==> src/rtl/centrosym_vector_stream.sv <==
// Streaming unitary-ESPRIT front end: buffers one N_ANT-element snapshot in a
// ping-pong store and emits y = Q^H x (unnormalised), one row per cycle.
// Rows k < N/2 are x_k + x_(N-1-k); rows k = N/2+p are -j(x_p - x_(N-1-p)).
module centrosym_vector_stream #(
  parameter int DIN_WIDTH = 18,
  parameter int N_ANT     = 4,
  localparam int IDX_WIDTH = $clog2(N_ANT)
) (
  input  logic                        clk,
  input  logic                        rst,
  input  logic                        sync,
  input  logic signed [DIN_WIDTH-1:0] din_re,
  input  logic signed [DIN_WIDTH-1:0] din_im,
  input  logic                        din_valid,
  output logic signed [DIN_WIDTH:0]   dout_re,
  output logic signed [DIN_WIDTH:0]   dout_im,
  output logic [IDX_WIDTH-1:0]        dout_idx,
  output logic                        dout_valid,
  output logic                        dout_last
);

  generate
    if ((N_ANT < 2) || ((N_ANT % 2) != 0)) begin : g_bad_n_ant
      $error("centrosym_vector_stream: N_ANT must be even and >= 2");
    end
  endgenerate

  localparam logic [IDX_WIDTH-1:0] LP_LAST = IDX_WIDTH'(N_ANT - 1);
  localparam logic [IDX_WIDTH-1:0] LP_HALF = IDX_WIDTH'(N_ANT / 2);
  localparam logic [IDX_WIDTH-1:0] LP_ONE  = IDX_WIDTH'(1);

  typedef enum logic {S_IDLE, S_READ} state_t;

  // Snapshot store: two banks of N_ANT complex samples
  logic signed [DIN_WIDTH-1:0] r_mem_re [2][N_ANT];
  logic signed [DIN_WIDTH-1:0] r_mem_im [2][N_ANT];

  logic [IDX_WIDTH-1:0] r_wr_cnt;
  logic                 r_wr_bank;
  logic [1:0]           r_bank_full;

  state_t               r_state;
  state_t               w_state_next;
  logic [IDX_WIDTH-1:0] r_rd_cnt;
  logic [IDX_WIDTH-1:0] w_rd_cnt_next;
  logic                 r_rd_bank;
  logic                 w_rd_bank_next;
  logic                 w_rd_done;

  logic                 w_wr_fire;
  logic                 w_fill_done;
  logic [1:0]           w_full_eff;

  logic                        w_upper;
  logic [IDX_WIDTH-1:0]        w_idx_a;
  logic [IDX_WIDTH-1:0]        w_idx_b;
  logic signed [DIN_WIDTH:0]   w_a_re;
  logic signed [DIN_WIDTH:0]   w_a_im;
  logic signed [DIN_WIDTH:0]   w_b_re;
  logic signed [DIN_WIDTH:0]   w_b_im;
  logic signed [DIN_WIDTH:0]   w_y_re;
  logic signed [DIN_WIDTH:0]   w_y_im;

  logic signed [DIN_WIDTH:0]   r_dout_re;
  logic signed [DIN_WIDTH:0]   r_dout_im;
  logic [IDX_WIDTH-1:0]        r_dout_idx;
  logic                        r_dout_valid;
  logic                        r_dout_last;

  // sync wins over din_valid: a sample arriving with sync is dropped
  assign w_wr_fire   = din_valid && !sync;
  assign w_fill_done = w_wr_fire && (r_wr_cnt == LP_LAST);

  // A bank counts as full one cycle early when its last element is being
  // written now; this lets readout start without an idle cycle.
  generate
    for (genvar gi = 0; gi < 2; gi++) begin : g_full_eff
      assign w_full_eff[gi] = r_bank_full[gi] || (w_fill_done && (r_wr_bank == 1'(gi)));
    end
  endgenerate

  // Write-side element counter and bank pointer
  always_ff @(posedge clk or posedge rst) begin
    if (rst) begin
      r_wr_cnt  <= '0;
      r_wr_bank <= 1'b0;
    end else if (sync) begin
      r_wr_cnt <= '0;
    end else if (din_valid) begin
      if (r_wr_cnt == LP_LAST) begin
        r_wr_cnt  <= '0;
        r_wr_bank <= ~r_wr_bank;
      end else begin
        r_wr_cnt <= r_wr_cnt + LP_ONE;
      end
    end
  end

  // Sample storage; contents need no reset since full flags gate every read
  always_ff @(posedge clk) begin
    if (w_wr_fire) begin
      r_mem_re[r_wr_bank][r_wr_cnt] <= din_re;
      r_mem_im[r_wr_bank][r_wr_cnt] <= din_im;
    end
  end

  // Bank full flags: release by the reader, set by the writer (both may occur)
  always_ff @(posedge clk or posedge rst) begin
    if (rst) begin
      r_bank_full <= 2'b00;
    end else begin
      if (w_rd_done) begin
        r_bank_full[r_rd_bank] <= 1'b0;
      end
      if (w_fill_done) begin
        r_bank_full[r_wr_bank] <= 1'b1;
      end
    end
  end

  // Read FSM state register
  always_ff @(posedge clk or posedge rst) begin
    if (rst) begin
      r_state   <= S_IDLE;
      r_rd_cnt  <= '0;
      r_rd_bank <= 1'b0;
    end else begin
      r_state   <= w_state_next;
      r_rd_cnt  <= w_rd_cnt_next;
      r_rd_bank <= w_rd_bank_next;
    end
  end

  // Read FSM next state: pick the oldest full bank, step rows, chain banks
  always_comb begin
    w_state_next   = r_state;
    w_rd_cnt_next  = r_rd_cnt;
    w_rd_bank_next = r_rd_bank;
    w_rd_done      = 1'b0;
    case (r_state)
      S_IDLE: begin
        if (|w_full_eff) begin
          w_state_next  = S_READ;
          w_rd_cnt_next = '0;
          // The bank not under the write pointer is older when it is full
          w_rd_bank_next = r_bank_full[~r_wr_bank] ? ~r_wr_bank : r_wr_bank;
        end
      end
      S_READ: begin
        if (r_rd_cnt == LP_LAST) begin
          w_rd_done     = 1'b1;
          w_rd_cnt_next = '0;
          if (w_full_eff[~r_rd_bank]) begin
            w_rd_bank_next = ~r_rd_bank;
          end else begin
            w_state_next = S_IDLE;
          end
        end else begin
          w_rd_cnt_next = r_rd_cnt + LP_ONE;
        end
      end
      default: w_state_next = S_IDLE;
    endcase
  end

  // Row k pairs element a with its mirror b = N-1-a and applies Q^H
  always_comb begin
    w_upper = (r_rd_cnt >= LP_HALF);
    w_idx_a = w_upper ? (r_rd_cnt - LP_HALF) : r_rd_cnt;
    w_idx_b = LP_LAST - w_idx_a;
    w_a_re  = {r_mem_re[r_rd_bank][w_idx_a][DIN_WIDTH-1], r_mem_re[r_rd_bank][w_idx_a]};
    w_a_im  = {r_mem_im[r_rd_bank][w_idx_a][DIN_WIDTH-1], r_mem_im[r_rd_bank][w_idx_a]};
    w_b_re  = {r_mem_re[r_rd_bank][w_idx_b][DIN_WIDTH-1], r_mem_re[r_rd_bank][w_idx_b]};
    w_b_im  = {r_mem_im[r_rd_bank][w_idx_b][DIN_WIDTH-1], r_mem_im[r_rd_bank][w_idx_b]};
    if (!w_upper) begin
      w_y_re = w_a_re + w_b_re;
      w_y_im = w_a_im + w_b_im;
    end else begin
      w_y_re = w_a_im - w_b_im;
      w_y_im = w_b_re - w_a_re;
    end
  end

  // Output stage: one register after the read; data holds while invalid
  always_ff @(posedge clk or posedge rst) begin
    if (rst) begin
      r_dout_re    <= '0;
      r_dout_im    <= '0;
      r_dout_idx   <= '0;
      r_dout_valid <= 1'b0;
      r_dout_last  <= 1'b0;
    end else begin
      r_dout_valid <= (r_state == S_READ);
      r_dout_last  <= (r_state == S_READ) && (r_rd_cnt == LP_LAST);
      if (r_state == S_READ) begin
        r_dout_re  <= w_y_re;
        r_dout_im  <= w_y_im;
        r_dout_idx <= r_rd_cnt;
      end
    end
  end

  assign dout_re    = r_dout_re;
  assign dout_im    = r_dout_im;
  assign dout_idx   = r_dout_idx;
  assign dout_valid = r_dout_valid;
  assign dout_last  = r_dout_last;

endmodule

==> config.mk <==
export PLATFORM = sky130hd
export DESIGN_NAME = centrosym_vector_stream
export DESIGN_NICKNAME = d
export VERILOG_FILES = /design/src/rtl/centrosym_vector_stream.sv
export SDC_FILE = /design/constraint.sdc
export NUM_CORES = 1
export LEC_CHECK = 0
export CORE_MARGIN = 5
export CORE_UTILIZATION = 30
export DETAILED_ROUTE_END_ITERATION = 10
export GPL_ROUTABILITY_DRIVEN = 0
export PLACE_DENSITY = 0.52
export SYNTH_ARGS = -nofsm -noshare
export SYNTH_HDL_FRONTEND = slang
export SYNTH_SLANG_ARGS = --single-unit
==> constraint.sdc <==
create_clock -name clk -period 5.3 [get_ports clk]
set_clock_uncertainty 0.1 [all_clocks]
set_input_delay 1.06 -clock clk [delete_from_list [all_inputs] [get_ports clk]]
set_output_delay 1.06 -clock clk [all_outputs]
set_load 0.02 [all_outputs]
After elaboration in Yosys (flattened, before gate mapping) --
Memory sizes are Yosys's and may differ from the RTL's. Index checks and enable logic that the tools add are counted.
Cells by class: $add $sub $neg 8, magnitude comparators 11, equality and inequality tests 5, multiplexer cells 46, bitwise logic cells 10, reduce and logical (&&, ||, !) cells 15
Operators by type and width (count):
- $mux W18 | 9
- $bmux W18 S2 | 4
- $mux W72 | 1
- $add A18 B18 Y19 | 2
- $mux W19 | 2
- $sub A18 B18 Y19 | 2
- $demux W18 S2 | 1
- $mux W1 | 16
- $mux W2 | 8
- $ge A3 B3 Y1 const B | 3
- $not A2 Y3 | 3
- $logic_and A1 B1 Y1 | 8
- $lt A1 B2 Y1 const B | 4
- $reduce_and A3 Y1 | 2
- $add A2 B1 Y2 const B | 2
- $eq A2 B2 Y1 const B | 2
- $ne A2 B1 Y1 const B | 2
- $not A1 Y1 | 4
- $pmux W1 S2 | 2
- $pmux W2 S2 | 1
- $lt A3 B1 Y1 const B | 1
- $and A2 B2 Y2 | 1
- $demux W1 S1 | 2
- $ge A1 B1 Y1 const B | 2
- other kinds (10) | 11
Word-level totals: register bits 51, memory bits (writable) 288, input port bits 40, output and inout port bits 42, word-level logic and storage cells 108, memories kept 2
Memories:
- r_mem_im | depth 2, bits a word 72, rd ports 1, clocked after Yosys merged registers in 0, write ports 1, RTL line 36 | logic signed [DIN_WIDTH-1:0] r_mem_im [2][N_ANT];
- r_mem_re | depth 2, bits a word 72, rd ports 1, clocked after Yosys merged registers in 0, write ports 1, RTL line 35 | logic signed [DIN_WIDTH-1:0] r_mem_re [2][N_ANT];

Depth between registers and ports, before layout --
depth in word-level cells 10, mapped depth 19, mapped depth without buffers 16

Worst setup path after synthesis --
No wires, ideal clock.
path kind register -> register, start point register r_rd_cnt[0], end point register r_dout_re[18] (netlist: dout_re[18]), library setup time 0.064 ns, arrival 4.377 ns, data required time 5.136 ns, slack 0.759 ns, stages on the path, launching flop included 20, buffers on the path 3, period minus slack after synthesis 4.541 ns, cells stage by stage dfrtp_1 -> inv_2 -> buf_1 -> ha_1 -> nand2b_1 -> buf_2 -> buf_2 -> mux4_2 -> inv_1 -> ha_1 -> inv_1 -> fa_1 -> a211oi_2 -> o21ai_1 -> o21ai_2 -> o31ai_2 -> a211o_2 -> a2111oi_2 -> a211o_1 -> a22o_2
Between the ends: word-level cells in the longest chain between the ends 9, elaborated cells on any way between the ends 21, classes of those cells 4 x add/sub; 1 x order compare; 14 x mux; 2 x bitwise
Ends and longest elaborated chain:
- start, declared | RTL line 44 | logic [IDX_WIDTH-1:0] r_rd_cnt;
- start signal, assigned | RTL line 129 | r_rd_cnt <= w_rd_cnt_next;
- $sub A2 B2 Y2 or $ge A2 B2 Y1 (tied branches) | RTL line 169, 168
- $mux W2 | RTL line 169 | w_idx_a = w_upper ? (r_rd_cnt - LP_HALF) : r_rd_cnt;
- $sub A2 B2 Y2 | RTL line 170 | w_idx_b = LP_LAST - w_idx_a;
- $not A2 Y3 (not written as such) | RTL line 173, 174
- $bmux W18 S2, on equally long branches | RTL line 173, 174
- $mux W18, on equally long branches (2 in series) | RTL line 173, 174
- $add A18 B18 Y19 or $sub A18 B18 Y19 (tied branches) | RTL line 176, 179
- $mux W19 (*) | RTL line 175 | if (!w_upper) begin
- end signal, assigned | RTL line 196 | r_dout_re <= w_y_re;
- end, declared | RTL line 64 | logic signed [DIN_WIDTH:0] r_dout_re;
Mark *: on every way between the ends. The rest lies on a longest branch, timed or not. The select of a mux whose other input is x is not followed. A chain may end at the register's enable or synchronous reset.

Final worst setup path --
start point register r_rd_bank, end point register r_dout_re[18] (netlist: dout_re[18])
Between the ends: word-level cells in the longest chain between the ends 6, elaborated cells on any way between the ends 17, classes of those cells 2 x add/sub; 13 x mux; 2 x memory
Ends and longest elaborated chain:
- start, declared | RTL line 46 | logic r_rd_bank;
- start signal, assigned | RTL line 130 | r_rd_bank <= w_rd_bank_next;
- $mem_v2 Z2 W72, on equally long branches
- $bmux W18 S2, on equally long branches
- $mux W18, on equally long branches (2 in series)
- $add A18 B18 Y19 or $sub A18 B18 Y19 (tied branches) | RTL line 176, 179
- $mux W19 (*) | RTL line 175
Marked as above.

==> out/metrics.yaml <==
timing:
  grt_setup_unrepaired: "no"
  post-route-min-period_ps: 4820
  whs_ps: 388
  worst_pin_slew_ps: 943
  post-route-period-util_pct: 90.9
  fin_ws_ps: 482
  hold_viol_final: 0
  max_freq_mhz: 208
  drv_slew: 0
  fin_tns_setup_ps: 0
  setup_viol: 0
  relSlewSlack_pct: 35.5
detailed_routing:
  route.antenna.remaining_nets: 0
  drt_first_pass_iters: 5
  wl_per_cell_um: 22.4
  routed_wl_mm: 49.5
  initialDrtViolationCount: 896
  route.detailed.drc: 0
  vias: 11400
  via_per_inst: 5.16
die:
  dieHeight_um: 255
  start_util_pct: 30.4
  die_x_um: 255
  num_io_pins: 82
  std_cell_rows: 89
  core_area_um2: 59200
  die-area_um2: 65000
placement:
  port_buffers: 81
  dp_hpwl_mm: 34.0
  pre_cts_ws_ps: 496
final_layout:
  num_antenna_cells: 0
  syn_to_final_growth_pct: 17.0
  seq_area_um2: 9930
  drive_gt1_share_pct: 23.4
  multi_input_area_um2: 7480
  num-fill-cells: 5708
  fin_nets: 1528
  final_util_pct: 35.6
min_path:
  hp-class: "reg2reg"
setup_path:
  worstSetupPathType: "reg2reg"
  crit_family: "compound AO/OA/AOI/OAI gates"
  reg2reg_setup_slack_ps: 480
  path_buf_inv: 3
  cpPeakStageDelay_ps: 730
  crit_chain: "buf_4, buf_4, mux2_2, mux4_2, ha_1, inv_1, a211oi_1, a211oi_1, o41ai_1, o311a_1, a22o_2"
  worstSetupStartpointType: "flop"
  worstSetupEndpointType: "flop"
  required_ps: 5690
  crit_fanout: 26
  crit_slowest_cell: "dfrtp_4"
  arrival_ps: 5210
synthesis:
  synth_top_area_share_pct: 48.1
  synth_edf_count: 288
  synth-seq-area-share_pct: 55.1
  async_flop_share_pct: 15.0
  synth.area.top_cells: "edfxtp_1 48%, mux4_2 9.0%, mux2_2 8.9%, dfrtp_1 7.1%, ha_1 5.4%"
  synth_cell_types: 70
  synthesis.area_um2: 18000
  syn_area_per_cell_um2: 13.6
  syn_inst: 1320
  synthFlopType: "edfxtp_1"
  syn-num-nets: 1442
  yosysWarnings: 0
  yosysTopAreaCell: "edfxtp_1"
  synth-seq-cells: 339
clocking:
  cts_root_buf: "clkbuf_16"
  path_clk_slew_ps: 60
  cts_tree: "yes"
  worstSkewPairLatency_ps: 560
  clock_path_buffers: 3
  clock_sinks: 339
  htreeDepth: 2
  post_cts_buffers: 0
  cts_hold_buffers: 0
  cts_buffers: 40
  cts_resized: 0
power:
  p_leak_nw: 7.44
  ir_drop_v: 0.000256
  powerDensity_nw_per_um2: 644
run_status:
  status: "finished, final reports clean"
grt:
  grt_max_degree: 58
  grt_pass1_vias: 11400
  antenna_found_initial: 2
  grt_first_pass_wirelength_mm: 73.4
  grt_use_total_pct: 14.9
  grt_overflow: 0
job:
  drv_cap: 0
==> flip-flops by register name, indices dropped and copies added, names as in the netlist <==
signal / flops
r_wr_cnt: 2
r_bank_full: 2
r_mem_im: 144
dout_re: 19
r_state: 1
dout_valid: 1
r_rd_cnt: 2
dout_im: 19
dout_idx: 2
dout_last: 1
r_wr_bank: 1
r_rd_bank: 1
r_mem_re: 144
==> power by group <==
group          internal [mW]  switching, mW
sequential              3.16          0.270
clock                   1.51           1.08
combinational           3.03           4.51
total                   7.70           5.86
==> worst reg2reg max path: stages (launching register included) <==
cell and delay, ps:
dfrtp_4 730, buf_4 450, buf_4 410, mux2_2 420, mux4_2 510, ha_1 440, inv_1 170, a211oi_1 480
a211oi_1 170, o41ai_1 490, o311a_1 260, a22o_2 130
==> cell usage in the layout, fill, tap and decap left out, drive strengths merged, types with 10 or more instances in the layout <==
| cell | count |
|---|---|
| ha | 78 |
| a21oi | 77 |
| a211oi | 12 |
| nand3 | 11 |
| nor3 | 23 |
| o211ai | 10 |
| nand2 | 42 |
| nand2b | 13 |
| nor2 | 87 |
| a31oi | 10 |
| buf | 34 |
| clkdlybuf4s50 | 81 |
| mux2 | 142 |
| xnor2 | 45 |
| inv | 90 |
| edfxtp | 288 |
| mux4 | 72 |
| o21ai | 55 |
| dfrtp | 51 |
| a21o | 13 |
| clkinv | 12 |
| clkbuf | 51 |
==> cell usage after synthesis, types with 6 or more instances <==
master / number
a31oi_1: 10
ha_1: 78
buf_2: 15
dfrtp_1: 51
nand2_1: 42
mux2i_1: 7
a21oi_1: 76
xnor2_1: 45
o31ai_1: 7
nand2b_1: 12
clkbuf_1: 52
mux2_2: 142
o21ai_0: 51
nor3_1: 23
inv_1: 86
nand3_1: 11
a21o_1: 13
o221ai_1: 7
nor2_1: 86
o21bai_1: 9
nor2b_1: 7
o211ai_1: 10
o21a_1: 6
a211oi_1: 11
mux4_2: 72
xor2_1: 8
edfxtp_1: 288
and3_1: 8
==> per-layer routing <==
layer  wire length [um]  GRT usage [%]  share of wire [%]  up-vias
met1              23300           21.4                 47     5794
met4                878           3.56                1.8        4
li1                   -              -                  -     5193
met5                 23              0              0.046        -
met3               2540           2.62                5.1       52
met2              22800           23.9                 46      346
==> final timing paths <==
| check | cells after the start | startpoint | endpoint |
|---|---|---|---|
| max | 11 | r_rd_bank | dout_re[18] |
| min | 1 | dout_re[4] | dout_re[4] |
| max reg2reg | 11 | r_rd_bank | dout_re[18] |
| min reg2reg | 1 | dout_re[4] | dout_re[4] |
| max in group asynchronous | 3 | rst | r_rd_bank |
| min in group asynchronous | 2 | rst | dout_re[1] |
==> final cells by class <==
class,instances,share of cell area [%]
flip-flops and latches,339,47.1
inverters,87,1.55
well taps,773,4.59
repair buffers,115,5.36
multi-input cells,823,35.5
clock inverters,20,0.647
clock buffers,51,5.20
==> through the flow <==
stage / area [um2] / power, mW / cells
floorplan: 18000 / 8.56 / 1320
global placement: 19800 / 10.9 / 2137
detailed placement: 19800 / 10.9 / 2137
CTS: 21100 / 13.6 / 2208
global route: 21100 / 14.4 / 2208
finish: 21100 / 13.6 / 2208
==> kinds of logic after synthesis <==
| kind of cell | after synthesis | synth area share, % |
|---|---|---|
| and+or+nand+nor | 215 | 5.55 |
| xor gates and xnor gates | 53 | 2.58 |
| adders and majority gates | 82 | 5.87 |
| DFF | 339 | 55.1 |
| buffers and inverters | 158 | 3.44 |
| AOI/OAI and AO/OA | 252 | 9.14 |
| muxes | 221 | 18.3 |
(Power assumes the default switching activity.)
